File: src/rtl/spi_master_frame_if.sv
// Handshake and SPI wire bundle for spi_master_frame: parallel frame in/out
// plus the four SPI pins.
interface spi_master_frame_if #(
    parameter int unsigned FW = 8
) ();
    logic          start_transaction;
    logic [FW-1:0] data_in;
    logic [FW-1:0] data_out;
    logic          ready;
    logic          busy;
    logic          miso;
    logic          mosi;
    logic          sclk;
    logic          cs;

    modport master (
        input  start_transaction, data_in, miso,
        output data_out, ready, busy, mosi, sclk, cs
    );

    modport slave (
        output start_transaction, data_in, miso,
        input  data_out, ready, busy, mosi, sclk, cs
    );
endinterface

File: src/rtl/spi_master_frame.sv
// Multi-word SPI master, MSB first, any CPOL/CPHA mode, SCLK half-period of
// SCLK_HALFPERIOD clk cycles; frame loaded on start, returned with ready.
module spi_master_frame #(
    parameter int unsigned SPI_DATA_WIDTH  = 8,
    parameter int unsigned FRAME_WORDS     = 1,
    parameter int unsigned SCLK_HALFPERIOD = 1,
    parameter bit          CPOL            = 1'b0,
    parameter bit          CPHA            = 1'b0
) (
    input logic                clk,
    input logic                rst,
    spi_master_frame_if.master bus
);
    localparam int unsigned FW = SPI_DATA_WIDTH * FRAME_WORDS;
    localparam int unsigned HW = (SCLK_HALFPERIOD > 1) ? $clog2(SCLK_HALFPERIOD) : 1;
    localparam int unsigned EW = $clog2(2 * FW);

    localparam logic [HW-1:0] H_LAST    = HW'(SCLK_HALFPERIOD - 1);
    localparam logic [EW-1:0] E_LAST    = EW'(2 * FW - 1);
    // Shift edge that must not advance the TX register: the first leading
    // edge for CPHA=1 (re-presents the MSB), the final trailing edge for CPHA=0.
    localparam logic [EW-1:0] E_NOSHIFT = CPHA ? EW'(0) : E_LAST;

    localparam logic [2:0] ST_IDLE  = 3'd0;
    localparam logic [2:0] ST_SETUP = 3'd1;
    localparam logic [2:0] ST_XFER  = 3'd2;
    localparam logic [2:0] ST_HOLD  = 3'd3;
    localparam logic [2:0] ST_DONE  = 3'd4;

    logic [2:0]    state_q, state_d;
    logic [HW-1:0] hp_q, hp_d;
    logic [EW-1:0] edge_q, edge_d;
    logic [FW-1:0] tx_q, tx_d;
    logic [FW-1:0] rx_q, rx_d;
    logic [FW-1:0] data_out_q, data_out_d;
    logic          ready_q, ready_d;
    logic          busy_q, busy_d;
    logic          cs_q, cs_d;
    logic          sclk_q, sclk_d;
    logic          mosi_q, mosi_d;

    // Outputs are registered from the current state, so the pins lag the FSM
    // by one cycle: the first cycle of each XFER half-period produces an SCLK edge.
    always_comb begin
        state_d    = state_q;
        hp_d       = hp_q;
        edge_d     = edge_q;
        tx_d       = tx_q;
        rx_d       = rx_q;
        data_out_d = data_out_q;
        ready_d    = 1'b0;
        busy_d     = 1'b1;
        cs_d       = 1'b0;
        sclk_d     = CPOL;
        mosi_d     = mosi_q;

        case (state_q)
            ST_IDLE: begin
                busy_d = 1'b0;
                cs_d   = 1'b1;
                if (bus.start_transaction) begin
                    state_d = ST_SETUP;
                    hp_d    = '0;
                    tx_d    = bus.data_in;
                    rx_d    = '0;
                end
            end
            ST_SETUP: begin
                mosi_d = tx_q[FW-1];
                if (hp_q == H_LAST) begin
                    state_d = ST_XFER;
                    hp_d    = '0;
                    edge_d  = '0;
                end else begin
                    hp_d = hp_q + HW'(1);
                end
            end
            ST_XFER: begin
                sclk_d = sclk_q;
                if (hp_q == '0) begin
                    sclk_d = ~sclk_q;
                    if (edge_q[0] == CPHA) begin
                        rx_d = (rx_q << 1) | FW'(bus.miso);
                    end else if (edge_q != E_NOSHIFT) begin
                        tx_d   = tx_q << 1;
                        mosi_d = tx_d[FW-1];
                    end
                end
                if (hp_q == H_LAST) begin
                    hp_d = '0;
                    if (edge_q == E_LAST) begin
                        state_d = ST_HOLD;
                    end else begin
                        edge_d = edge_q + EW'(1);
                    end
                end else begin
                    hp_d = hp_q + HW'(1);
                end
            end
            ST_HOLD: begin
                if (hp_q == H_LAST) begin
                    state_d = ST_DONE;
                    hp_d    = '0;
                end else begin
                    hp_d = hp_q + HW'(1);
                end
            end
            ST_DONE: begin
                cs_d       = 1'b1;
                ready_d    = 1'b1;
                data_out_d = rx_q;
                state_d    = ST_IDLE;
            end
            default: begin
                state_d = ST_IDLE;
                busy_d  = 1'b0;
                cs_d    = 1'b1;
            end
        endcase
    end

    always_ff @(posedge clk) begin
        if (rst) begin
            state_q    <= ST_IDLE;
            hp_q       <= '0;
            edge_q     <= '0;
            tx_q       <= '0;
            rx_q       <= '0;
            data_out_q <= '0;
            ready_q    <= 1'b0;
            busy_q     <= 1'b0;
            cs_q       <= 1'b1;
            sclk_q     <= CPOL;
            mosi_q     <= 1'b0;
        end else begin
            state_q    <= state_d;
            hp_q       <= hp_d;
            edge_q     <= edge_d;
            tx_q       <= tx_d;
            rx_q       <= rx_d;
            data_out_q <= data_out_d;
            ready_q    <= ready_d;
            busy_q     <= busy_d;
            cs_q       <= cs_d;
            sclk_q     <= sclk_d;
            mosi_q     <= mosi_d;
        end
    end

    assign bus.data_out = data_out_q;
    assign bus.ready    = ready_q;
    assign bus.busy     = busy_q;
    assign bus.cs       = cs_q;
    assign bus.sclk     = sclk_q;
    assign bus.mosi     = mosi_q;

endmodule
File: src/flat_wrapper.sv
// flat-port wrapper written by rule: the top's interface ports become plain ports
module spi_master_frame_flat 
#(
    parameter int unsigned SPI_DATA_WIDTH  = 8,
    parameter int unsigned FRAME_WORDS     = 1,
    parameter int unsigned SCLK_HALFPERIOD = 1,
    parameter bit          CPOL            = 1'b0,
    parameter bit          CPHA            = 1'b0
)
  (clk, rst, bus_start_transaction, bus_data_in, bus_miso, bus_data_out, bus_ready, bus_busy, bus_mosi, bus_sclk, bus_cs);
  spi_master_frame_if bus_i ();
  input logic clk;
  input logic rst;
  input wire logic [$bits(bus_i.start_transaction)-1:0] bus_start_transaction;
  input wire logic [$bits(bus_i.data_in)-1:0] bus_data_in;
  input wire logic [$bits(bus_i.miso)-1:0] bus_miso;
  output wire logic [$bits(bus_i.data_out)-1:0] bus_data_out;
  output wire logic [$bits(bus_i.ready)-1:0] bus_ready;
  output wire logic [$bits(bus_i.busy)-1:0] bus_busy;
  output wire logic [$bits(bus_i.mosi)-1:0] bus_mosi;
  output wire logic [$bits(bus_i.sclk)-1:0] bus_sclk;
  output wire logic [$bits(bus_i.cs)-1:0] bus_cs;
  assign bus_i.start_transaction = bus_start_transaction;
  assign bus_i.data_in = bus_data_in;
  assign bus_i.miso = bus_miso;
  assign bus_data_out = bus_i.data_out;
  assign bus_ready = bus_i.ready;
  assign bus_busy = bus_i.busy;
  assign bus_mosi = bus_i.mosi;
  assign bus_sclk = bus_i.sclk;
  assign bus_cs = bus_i.cs;
  spi_master_frame #(.SPI_DATA_WIDTH(SPI_DATA_WIDTH), .FRAME_WORDS(FRAME_WORDS), .SCLK_HALFPERIOD(SCLK_HALFPERIOD), .CPOL(CPOL), .CPHA(CPHA)) u_core (.clk(clk), .rst(rst), .bus(bus_i));
endmodule
File: config.mk
export PLATFORM = sky130hd
export DESIGN_NAME = spi_master_frame_flat
export DESIGN_NICKNAME = d
export VERILOG_FILES = /design/src/rtl/spi_master_frame_if.sv /design/src/rtl/spi_master_frame.sv /design/src/flat_wrapper.sv
export SDC_FILE = /design/constraint.sdc
export NUM_CORES = 1
export LEC_CHECK = 0
export BUFFER_PORTS_ARGS = -buffer_cell sky130_fd_sc_hd__buf_2
export CAP_MARGIN = 5
export CORE_MARGIN = 1.5
export CORE_UTILIZATION = 35
export DETAILED_ROUTE_END_ITERATION = 10
export PLACE_DENSITY_LB_ADDON = 0.3
export SYNTH_ARGS = -nofsm -noshare
export SYNTH_HDL_FRONTEND = slang
export SYNTH_SLANG_ARGS = --single-unit
File: constraint.sdc
create_clock -name clk -period 1.6 [get_ports clk]
set_clock_uncertainty 0.2 [all_clocks]
set_input_delay 0.08 -clock clk [delete_from_list [all_inputs] [get_ports clk]]
set_output_delay 0.08 -clock clk [all_outputs]
set_load 0.005 [all_outputs]
==> impl_metrics.env, run 1 <==
export IMPL_drt_total_wl_um=3260
export IMPL_cp_required_ps=1610
export IMPL_diodes=0
export IMPL_avgSynthCellArea_um2=9.10
export IMPL_rr_startpoint="u_core.edge_q[0]"
export IMPL_grt_pass1_vias=1121
export IMPL_dpl_instance_area_um2=1760
export IMPL_grt_overflow=0
export IMPL_path_delay_family="compound AO/OA/AOI/OAI gates"
export IMPL_cts_buffers=5
export IMPL_worst_path_buf_inv=1
export IMPL_synth_seq_cells=36
export IMPL_synth_top_area_share_pct=48.6
export IMPL_clock_sinks=36
export IMPL_clock_latency_ps=290
export IMPL_synth_top_cell_by_area="dfxtp_1"
export IMPL_antenna_found_initial=0
export IMPL_hold_start="bus_data_in[7]"
export IMPL_drcViolationCount=0
export IMPL_wire_per_inst_um=12.3
export IMPL_fin_crit_sh_pct=97.7
export IMPL_cts_root_buffer="clkbuf_8"
export IMPL_synthCells=163
export IMPL_hold_depth=3
export IMPL_synth_main_ff_cell="dfxtp_1"
export IMPL_holdWs_ps=26.7
export IMPL_first_pass_iters=4
export IMPL_r2r_setup_slack_ps=40
export IMPL_via_per_inst=4.92
export IMPL_ios=25
export IMPL_n_fill_cell=392
export IMPL_crit_slowest_cell="dfxtp_2"
export IMPL_endpoint_kind="flip-flop"
export IMPL_rsz0062_at_grt="true"
export IMPL_reg2reg_depth=5
export IMPL_min_path_type="in2reg"
export IMPL_drt_iter0_drc=49
export IMPL_syn2layout_area_growth_pct=36.0
export IMPL_synth_area_leaders="dfxtp_1 49%, nand2_1 7.3%, mux2i_1 6.7%, a21oi_1 6.1%, nand3_1 3.0%"
export IMPL_yosys_top_cells_count="36 x dfxtp_1, 29 x nand2_1, 18 x a21oi_1, 12 x nor2_1, 10 x mux2i_1"
export IMPL_layout_drive_gt1_share_pct=35.2
export IMPL_cp_arrival_ps=1570
export IMPL_async_reset_ff_share_pct=0
export IMPL_clk_pin_slew_ps=70
export IMPL_dp_cells=246
export IMPL_numPortBuffers=24
export IMPL_via_count=1310
export IMPL_critPathMaxStageDelay_ps=350
export IMPL_status="complete, no violations"
export IMPL_path_cells="ha_4 > nand3_2 > a32o_2 > buf_4 > a211oi_2"
export IMPL_grt_pass1_wl_um=5130
export IMPL_max_freq_ghz=0.640
export IMPL_synth_most_common_cell="dfxtp_1"
export IMPL_leakagePower_nw=0.816
export IMPL_irDropWorstVdd_mv=0.514
export IMPL_rows=23
export IMPL_place_gp_congestion=0.778
export IMPL_setup_viol=0
export IMPL_tns_ps=0
export IMPL_die_h_um=68.1
export IMPL_tritoncts="done"
export IMPL_period_minus_slack_ps=1560
export IMPL_grt_usage_pct=15.4
export IMPL_syn_nets=176
export IMPL_cp_max_fo=8
export IMPL_postRouteAntennaNets=0
export IMPL_fin_area_um2=2020
export IMPL_synth_enable_flop_cells=0
export IMPL_crit_type="reg2reg"
export IMPL_drv_slew=0
export IMPL_tightest_slew_ps=488
export IMPL_r2r_end="u_core.tx_q[7]"
export IMPL_coreArea_um2=4030
export IMPL_stdcell_count=266
export IMPL_dieArea_um2=4640
export IMPL_maxCapViolations=0
export IMPL_grt_max_degree=25
export IMPL_power_mw=1.91
export IMPL_cts_max_level=2
export IMPL_ys_types=33
export IMPL_ys_seq_area_share_pct=48.6
export IMPL_ys_warn_count=0
export IMPL_powerDensity_nw_per_um2=946
export IMPL_synthesis_area_um2=1480
export IMPL_clockBufferDepth=2
export IMPL_hpwl_um=2060
export IMPL_nets=228
export IMPL_initial_utilization_pct=36.8
export IMPL_max_slew_margin_pct=67.5
export IMPL_min_to="u_core.tx_q[7]"
export IMPL_die_w_um=68.1
export IMPL_finalHoldViolCount=0
export IMPL_cp_start_kind="flip-flop"
[cells in the final DEF, fill, tap and decap left out, types with 3 or more instances in the layout]
cell | Yosys | final
or3_1 | 3 | 3
dfxtp_2 | 0 | 4
nor2_1 | 12 | 11
dfxtp_1 | 36 | 31
a211oi_1 | 5 | 3
buf_2 | 3 | 24
nand2_1 | 29 | 29
clkbuf_8 | 0 | 6
mux2i_1 | 10 | 10
a211oi_2 | 3 | 5
nand3_1 | 9 | 8
dlygate4sd3_1 | 0 | 8
buf_4 | 2 | 21
a21oi_1 | 18 | 18
[power breakdown]
group	internal, mW	leakage [nW]	switching, mW
Clock	0.343	0.0510	0.320
Sequential	0.933	0.295	0.0224
Combinational	0.144	0.470	0.147
[worst reg2reg max path, stage by stage (launching register included)]
cell	delay, ps
dfxtp_2	350
ha_4	150
nand3_2	100
a32o_2	340
buf_4	150
a211oi_2	190
[cell families (layout without fill, tap and decap cells)]
group | count (synthesis) | after routing | synth area share (%)
mux | 10 | 10 | 6.75
simple gates | 72 | 72 | 25.5
fa+ha+maj | 1 | 1 | 0.843
buf+inv | 11 | 63 | 4.05
compound gates | 33 | 34 | 14.3
flops | 36 | 36 | 48.6
[sequential cells by signal (all words and copies together), names as in the netlist]
name                 flops
u_core.bus.mosi          1
u_core.tx_q              8
u_core.bus.ready         1
u_core.edge_q            4
u_core.state_q           3
u_core.rx_q              8
u_core.bus.busy          1
u_core.bus.data_out      8
u_core.bus.sclk          1
u_core.bus.cs            1
[cell type report]
class	count	area, µm²	share of cell area (%)
Sequential cell	36	729	36.1
Clock inverter	2	10.0	0.496
Multi-Input combinational cell	117	757	37.5
Clock buffer	6	82.6	4.09
Tap cell	50	62.6	3.10
Timing Repair Buffer	55	377	18.7
[worst max path at each step]
stage | end | from | slack (ps) | depth (start not counted)
6_report | u_core.tx_q[7] | u_core.edge_q[0] | 40 | 5
5_1_grt | u_core.edge_q[3] | u_core.edge_q[0] | -30 | 5
2_1_floorplan | u_core.tx_q[7] | u_core.edge_q[0] | 2 | 6
3_3_place_gp | u_core.tx_q[0] | u_core.state_q[1] | -50 | 4
3_5_place_dp | u_core.tx_q[0] | u_core.state_q[1] | -40 | 4
4_1_cts | u_core.tx_q[7] | u_core.edge_q[1] | -10 | 5
[timing repair]
| item | in CTS | in global routing |
|---|---|---|
| setup endpoints to repair | 7 | 27 |
| setup buffers | 0 | 2 |
| pin swaps | 1 | 2 |
| resized for setup | 4 | 14 |
| endpoints found under the hold margin | 8 | 0 |
| gates cloned | 2 | 0 |
| hold buffers | 8 | 0 |
[metal layers]
metal  up-vias  GRT usage, %  wire, µm
met2        22          21.2      1410
met1       595          20.8      1650
met3         5          5.59       141
met5         -             0         0
met4         0          8.25        68
li1        688             -         -
[through the flow]
stage,util [%],setup WS [ps]
after global routing,50.1,-27.0
after CTS,48.6,-10.4
after floorplan,-,2.19
final,50.1,36.9
after detailed placement,43.7,-36.3
after global placement,43.7,-46.0
Power figures use the tool's default switching activity.
==> run 2, diff against run 1 <==
==> constraint.sdc (replaced) <==
create_clock -name clk -period 1.6 [get_ports clk]
set_clock_uncertainty 0.2 [all_clocks]
set_input_delay 0 -clock clk [delete_from_list [all_inputs] [get_ports clk]]
set_output_delay 0 -clock clk [all_outputs]
set_load 0.005 [all_outputs]
==> run 2 against run 1 <==
  * The flow now finishes with violations (setup timing)
  * Maximum frequency is 3.3% lower
  * Clock power is 32% higher
  * Critical path type unchanged
  * Global-route usage hardly changed
  * Worst setup slack worse by 53 ps
  * Combinational power hardly changed
  * Cell count is 0.38% lower
  * Non-clock buffer count is 1 lower
  * Clock-buffer cell count is 1 higher
  * Critical path depth stayed put
  * Critical endpoint is now u_core.edge_q[3]
==> impl_metrics.env, run 2 (same netlist as run 1, synthesis figures left out) <==
export IMPL_numPortBuffers=24
export IMPL_clock_sinks=36
export IMPL_violations="setup timing"
export IMPL_seq_area_um2=728
export IMPL_hold_start="bus_start_transaction"
export IMPL_grt_overflow=0
export IMPL_dieArea_um2=4640
export IMPL_die_w_um=68.1
export IMPL_nets=227
export IMPL_min_path_type="in2reg"
export IMPL_rows=23
export IMPL_drt_total_wl_um=3300
export IMPL_via_count=1312
export IMPL_n_fill_cell=397
export IMPL_multi_input_area_um2=767
export IMPL_setup_viol=1
export IMPL_p_comb_share_pct=13.6
export IMPL_crit_start="u_core.edge_q[0]"
export IMPL_rr_startpoint="u_core.edge_q[0]"
export IMPL_dr_wl_met3_um=124
export IMPL_holdWs_ps=77.0
export IMPL_fin_area_um2=2060
export IMPL_status="finished, violations left"
export IMPL_wire_per_inst_um=12.4
export IMPL_clock_latency_ps=290
export IMPL_clk_pin_slew_ps=70
export IMPL_tritoncts="done"
export IMPL_max_freq_ghz=0.619
export IMPL_p_sw_uw=493
export IMPL_period_minus_slack_ps=1620
export IMPL_dpl_instance_area_um2=1730
export IMPL_grt_pass1_vias=1198
export IMPL_cp_max_fo=4
export IMPL_postRouteAntennaNets=0
export IMPL_ios=25
export IMPL_first_pass_iters=4
export IMPL_place_gp_congestion=0.712
export IMPL_finalHoldViolCount=0
export IMPL_intPower_mw=1.63
export IMPL_p_sw_share_pct=23.2
export IMPL_grt_pass1_wl_um=5310
export IMPL_cp_arrival_ps=1590
export IMPL_powerDensity_nw_per_um2=1030
export IMPL_dp_cells=242
export IMPL_layout_common_cells="32 x dfxtp_1, 29 x nand2_1, 24 x buf_2"
export IMPL_clockBufferDepth=2
export IMPL_finalWorstSetupSlack_ps=-15.8
export IMPL_diodes=0
export IMPL_power_frac_clock_pct=41.3
export IMPL_cp_start_kind="flip-flop"
export IMPL_wl_met2_um=1460
export IMPL_layout_commonest_cell="dfxtp_1"
export IMPL_irDropWorstVdd_mv=0.540
export IMPL_grt_max_degree=22
export IMPL_wl_met1_um=1660
export IMPL_stdcell_count=265
export IMPL_initial_utilization_pct=36.8
export IMPL_highest_layer="met4"
export IMPL_p_seq_share_pct=45.1
export IMPL_hpwl_um=2020
export IMPL_cp_required_ps=1580
export IMPL_rsz0062_at_grt="true"
export IMPL_syn2layout_area_growth_pct=38.7
export IMPL_maxCapViolations=0
export IMPL_antenna_found_initial=0
export IMPL_via_per_inst=4.95
export IMPL_drcViolationCount=0
export IMPL_max_slew_margin_pct=72.5
export IMPL_cts_buffers=5
export IMPL_grt_usage_pct=15.4
export IMPL_fin_crit_sh_pct=101
export IMPL_die_h_um=68.1
export IMPL_coreArea_um2=4030
export IMPL_cts_max_level=2
export IMPL_tightest_slew_ps=413
export IMPL_endpoint_kind="flip-flop"
export IMPL_cts_root_buffer="clkbuf_8"
export IMPL_drt_iter0_drc=49
export IMPL_layout_drive_gt1_share_pct=34.4
export IMPL_drv_slew=0
export IMPL_leakagePower_nw=0.825
export IMPL_r2r_setup_slack_ps=-20
export IMPL_crit_type="reg2reg"
## run 2: cell types whose count changed in the layout (fill, tap and decap cells not counted), sizes merged
cell,previous run,this run
buf,46,43
bufinv,0,1
clkbuf,7,8
clkinv,2,0
dlygate4sd3,8,10
## run 2: worst max-delay path, cell delays in order (launching register included)
cell	delay (ps)
dfxtp_2	340
ha_4	170
and4b_1	230
nor4b_4	270
nand4_1	160
mux2i_1	140
## run 2: timing repair
item / in CTS / in global routing
endpoints found under the setup margin: 10 / 24
setup buffers: 1 / 2
hold buffers: 10 / 0
resized for setup: 8 / 12
endpoints found under the hold margin: 13 / 0
cloned: 1 / 1
pin swaps: 1 / 6
## run 2: power groups by stage
stage	Combinational (mW)	Sequential (mW)	Clock, mW
6_report	0.288	0.957	0.876
5_1_grt	0.317	0.961	0.929
4_1_cts	0.263	0.957	0.897
3_5_place_dp	0.232	0.975	0
3_3_place_gp	0.231	0.975	0
2_1_floorplan	0.164	0.969	0
## run 2: area by class of cell
class,count,share of cell area [%]
tap,50,3.04
clock inverter,1,1.46
timing repair buffer,54,18.2
sequential,36,35.4
multi-input combinational,117,37.3
clock buffer,7,4.68
## run 2: stage by stage
| step | TNS (ps) | setup WS, ps | total power, mW | util, % |
|---|---|---|---|---|
| after floorplan | 0 | 2.19 | 1.13 | - |
| after detailed placement | -146 | -38.5 | 1.21 | 43.0 |
| after global placement | -24.1 | -14.2 | 1.21 | 43.0 |
| after CTS | -6.41 | -6.41 | 2.12 | 49.7 |
| after global routing | -246 | -72.6 | 2.21 | 51.1 |
| final | -15.8 | -15.8 | 2.12 | 51.1 |
## run 2: worst paths after layout
kind,endpoint,cells after the start
worst max-delay path,u_core.edge_q[3],5
worst max register to register,u_core.edge_q[3],5
worst min-delay path,u_core.state_q[0],4
worst min register to register,u_core.bus.sclk,1
## run 2: metal layers
layer | GRT usage (%) | vias to the layer above
li1 | - | 678
met1 | 19.6 | 603
met2 | 23.9 | 22
met3 | 5.43 | 9
met4 | 6.00 | 0
met5 | 0 | -
==> run 3, diff against run 2 <==
- GPL_TIMING_DRIVEN: default -> 0
==> run 3 against run 2 <==
  * The flow still finishes with violations (setup timing)
  * First-iteration DRC count decreased by 45%
  * Flip-flop and latch count unchanged
  * Core utilization decreased by 0.062 points
  * Global-route usage increased by 0.70 points
  * Maximum frequency decreased by 1.0%
  * Combinational power increased by 6%
  * Critical path depth unchanged
==> impl_metrics.env, run 3 (same netlist as run 1, synthesis figures left out) <==
export IMPL_clock_sinks=36
export IMPL_finalHoldViolCount=0
export IMPL_cp_arrival_ps=1610
export IMPL_ios=25
export IMPL_rsz0062_at_grt="true"
export IMPL_place_gp_congestion=0.779
export IMPL_grt_max_degree=12
export IMPL_wire_per_inst_um=12.6
export IMPL_critPathCapture="u_core.edge_q[3]"
export IMPL_drv_slew=0
export IMPL_cts_buffers=5
export IMPL_tritoncts="done"
export IMPL_crit_type="reg2reg"
export IMPL_grt_pass1_wl_um=5510
export IMPL_r2r_setup_slack_ps=-30
export IMPL_coreArea_um2=4030
export IMPL_drt_total_wl_um=3340
export IMPL_cts_max_level=2
export IMPL_clk_pin_slew_ps=70
export IMPL_cts_root_buffer="clkbuf_8"
export IMPL_multi_input_area_um2=767
export IMPL_max_slew_margin_pct=70.2
export IMPL_hold_depth=4
export IMPL_drcViolationCount=0
export IMPL_via_per_inst=4.99
export IMPL_clockBufferDepth=2
export IMPL_grt_usage_pct=16.1
export IMPL_hpwl_um=2020
export IMPL_violations="setup timing"
export IMPL_status="finished, violations left"
export IMPL_setup_viol=4
export IMPL_reg2reg_depth=5
export IMPL_dpl_worst_slack_ps=-161
export IMPL_dieArea_um2=4640
export IMPL_p_comb_share_pct=14.9
export IMPL_endpoint_kind="flip-flop"
export IMPL_antenna_found_initial=0
export IMPL_via_count=1327
export IMPL_crit_start="u_core.edge_q[0]"
export IMPL_irDropWorstVdd_mv=0.534
export IMPL_initial_utilization_pct=36.8
export IMPL_power_frac_clock_pct=38.7
export IMPL_period_minus_slack_ps=1630
export IMPL_fin_crit_sh_pct=102
export IMPL_postRouteAntennaNets=0
export IMPL_finalWorstSetupSlack_ps=-32.5
export IMPL_diodes=0
export IMPL_cp_start_kind="flip-flop"
export IMPL_min_path_type="in2reg"
export IMPL_numPortBuffers=23
export IMPL_grt_pass1_vias=1207
export IMPL_powerDensity_nw_per_um2=999
export IMPL_r2r_end="u_core.edge_q[3]"
export IMPL_rr_startpoint="u_core.edge_q[0]"
export IMPL_die_h_um=68.1
export IMPL_holdWs_ps=68.5
export IMPL_layout_common_cells="32 x dfxtp_1, 29 x nand2_1, 25 x buf_2"
export IMPL_nets=228
export IMPL_leakagePower_nw=0.819
export IMPL_clock_latency_ps=290
export IMPL_cp_required_ps=1580
export IMPL_max_freq_ghz=0.613
export IMPL_grt_overflow=0
export IMPL_p_sw_uw=507
export IMPL_maxCapViolations=0
export IMPL_syn2layout_area_growth_pct=38.5
export IMPL_p_sw_share_pct=24.7
export IMPL_p_seq_share_pct=46.4
export IMPL_drt_iter0_drc=27
export IMPL_layout_commonest_cell="dfxtp_1"
export IMPL_rows=23
export IMPL_intPower_mw=1.55
export IMPL_die_w_um=68.1
export IMPL_first_pass_iters=2
export IMPL_cp_max_fo=3
export IMPL_layout_drive_gt1_share_pct=35.6
export IMPL_tightest_slew_ps=447
export IMPL_n_fill_cell=395
export IMPL_final_util_pct=51.0
export IMPL_seq_area_um2=728
-- run 3: how the worst min path moves through the flow --
stage                     startpoint           endpoint  slack (ps)
5_1_grt        bus_start_transaction  u_core.state_q[0]          90
3_5_place_dp                bus_miso     u_core.rx_q[0]          80
3_3_place_gp                bus_miso     u_core.rx_q[0]          80
6_report       bus_start_transaction  u_core.state_q[0]          70
2_1_floorplan               bus_miso     u_core.rx_q[0]         -50
4_1_cts        bus_start_transaction  u_core.state_q[0]          30
-- run 3: layer usage --
metal | GRT usage (%) | up-vias | part of all wire [%] | wire length [µm]
met5 | 0 | - | 0 | 0
met4 | 6.00 | 0 | 1.4 | 46
met3 | 5.43 | 7 | 3.6 | 122
met2 | 24.4 | 21 | 46 | 1550
li1 | - | 680 | - | -
met1 | 21.2 | 619 | 49 | 1630
-- run 3: layout make-up --
| class | instances | share of cell area (%) |
|---|---|---|
| buffer | 11 | 4.08 |
| multi-input combinational | 116 | 37.3 |
| timing repair buffer | 45 | 14.9 |
| sequential | 36 | 35.4 |
| tap | 50 | 3.04 |
| clock buffer | 6 | 3.53 |
| clock inverter | 2 | 1.70 |
-- run 3: worst max-delay path, stage by stage, from the launching register on --
cell     delay [ps]
dfxtp_4         360
ha_4            160
and4b_1         220
nor4b_4         280
nand4_1         160
mux2i_1         140
-- run 3: power groups by stage --
stage	sequential, mW	clock, mW	combinational, mW
global route	0.957	0.858	0.335
finish	0.953	0.794	0.306
CTS	0.950	0.814	0.280
global placement	0.972	0	0.218
floorplan	0.969	0	0.164
detailed placement	0.971	0	0.219
-- run 3: timing repair --
action                                 in CTS  in global routing
buffers inserted                            9                  1
setup endpoints to repair                  21                 31
pin swaps                                  14                  5
endpoints found under the hold margin      10                  0
resized for setup                          14                 20
hold buffers                               10                  0
gates cloned                                2                  0
-- run 3: metrics by stage --
step / std cells / setup TNS [ps] / cell area [µm²] / power (mW)
after floorplan: 163 / 0 / 1490 / 1.13
after global placement: 236 / -1830 / 1670 / 1.19
after detailed placement: 236 / -1730 / 1670 / 1.19
after CTS: 265 / -113 / 1990 / 2.04
after global routing: 266 / -909 / 2060 / 2.15
final: 266 / -71.7 / 2060 / 2.05
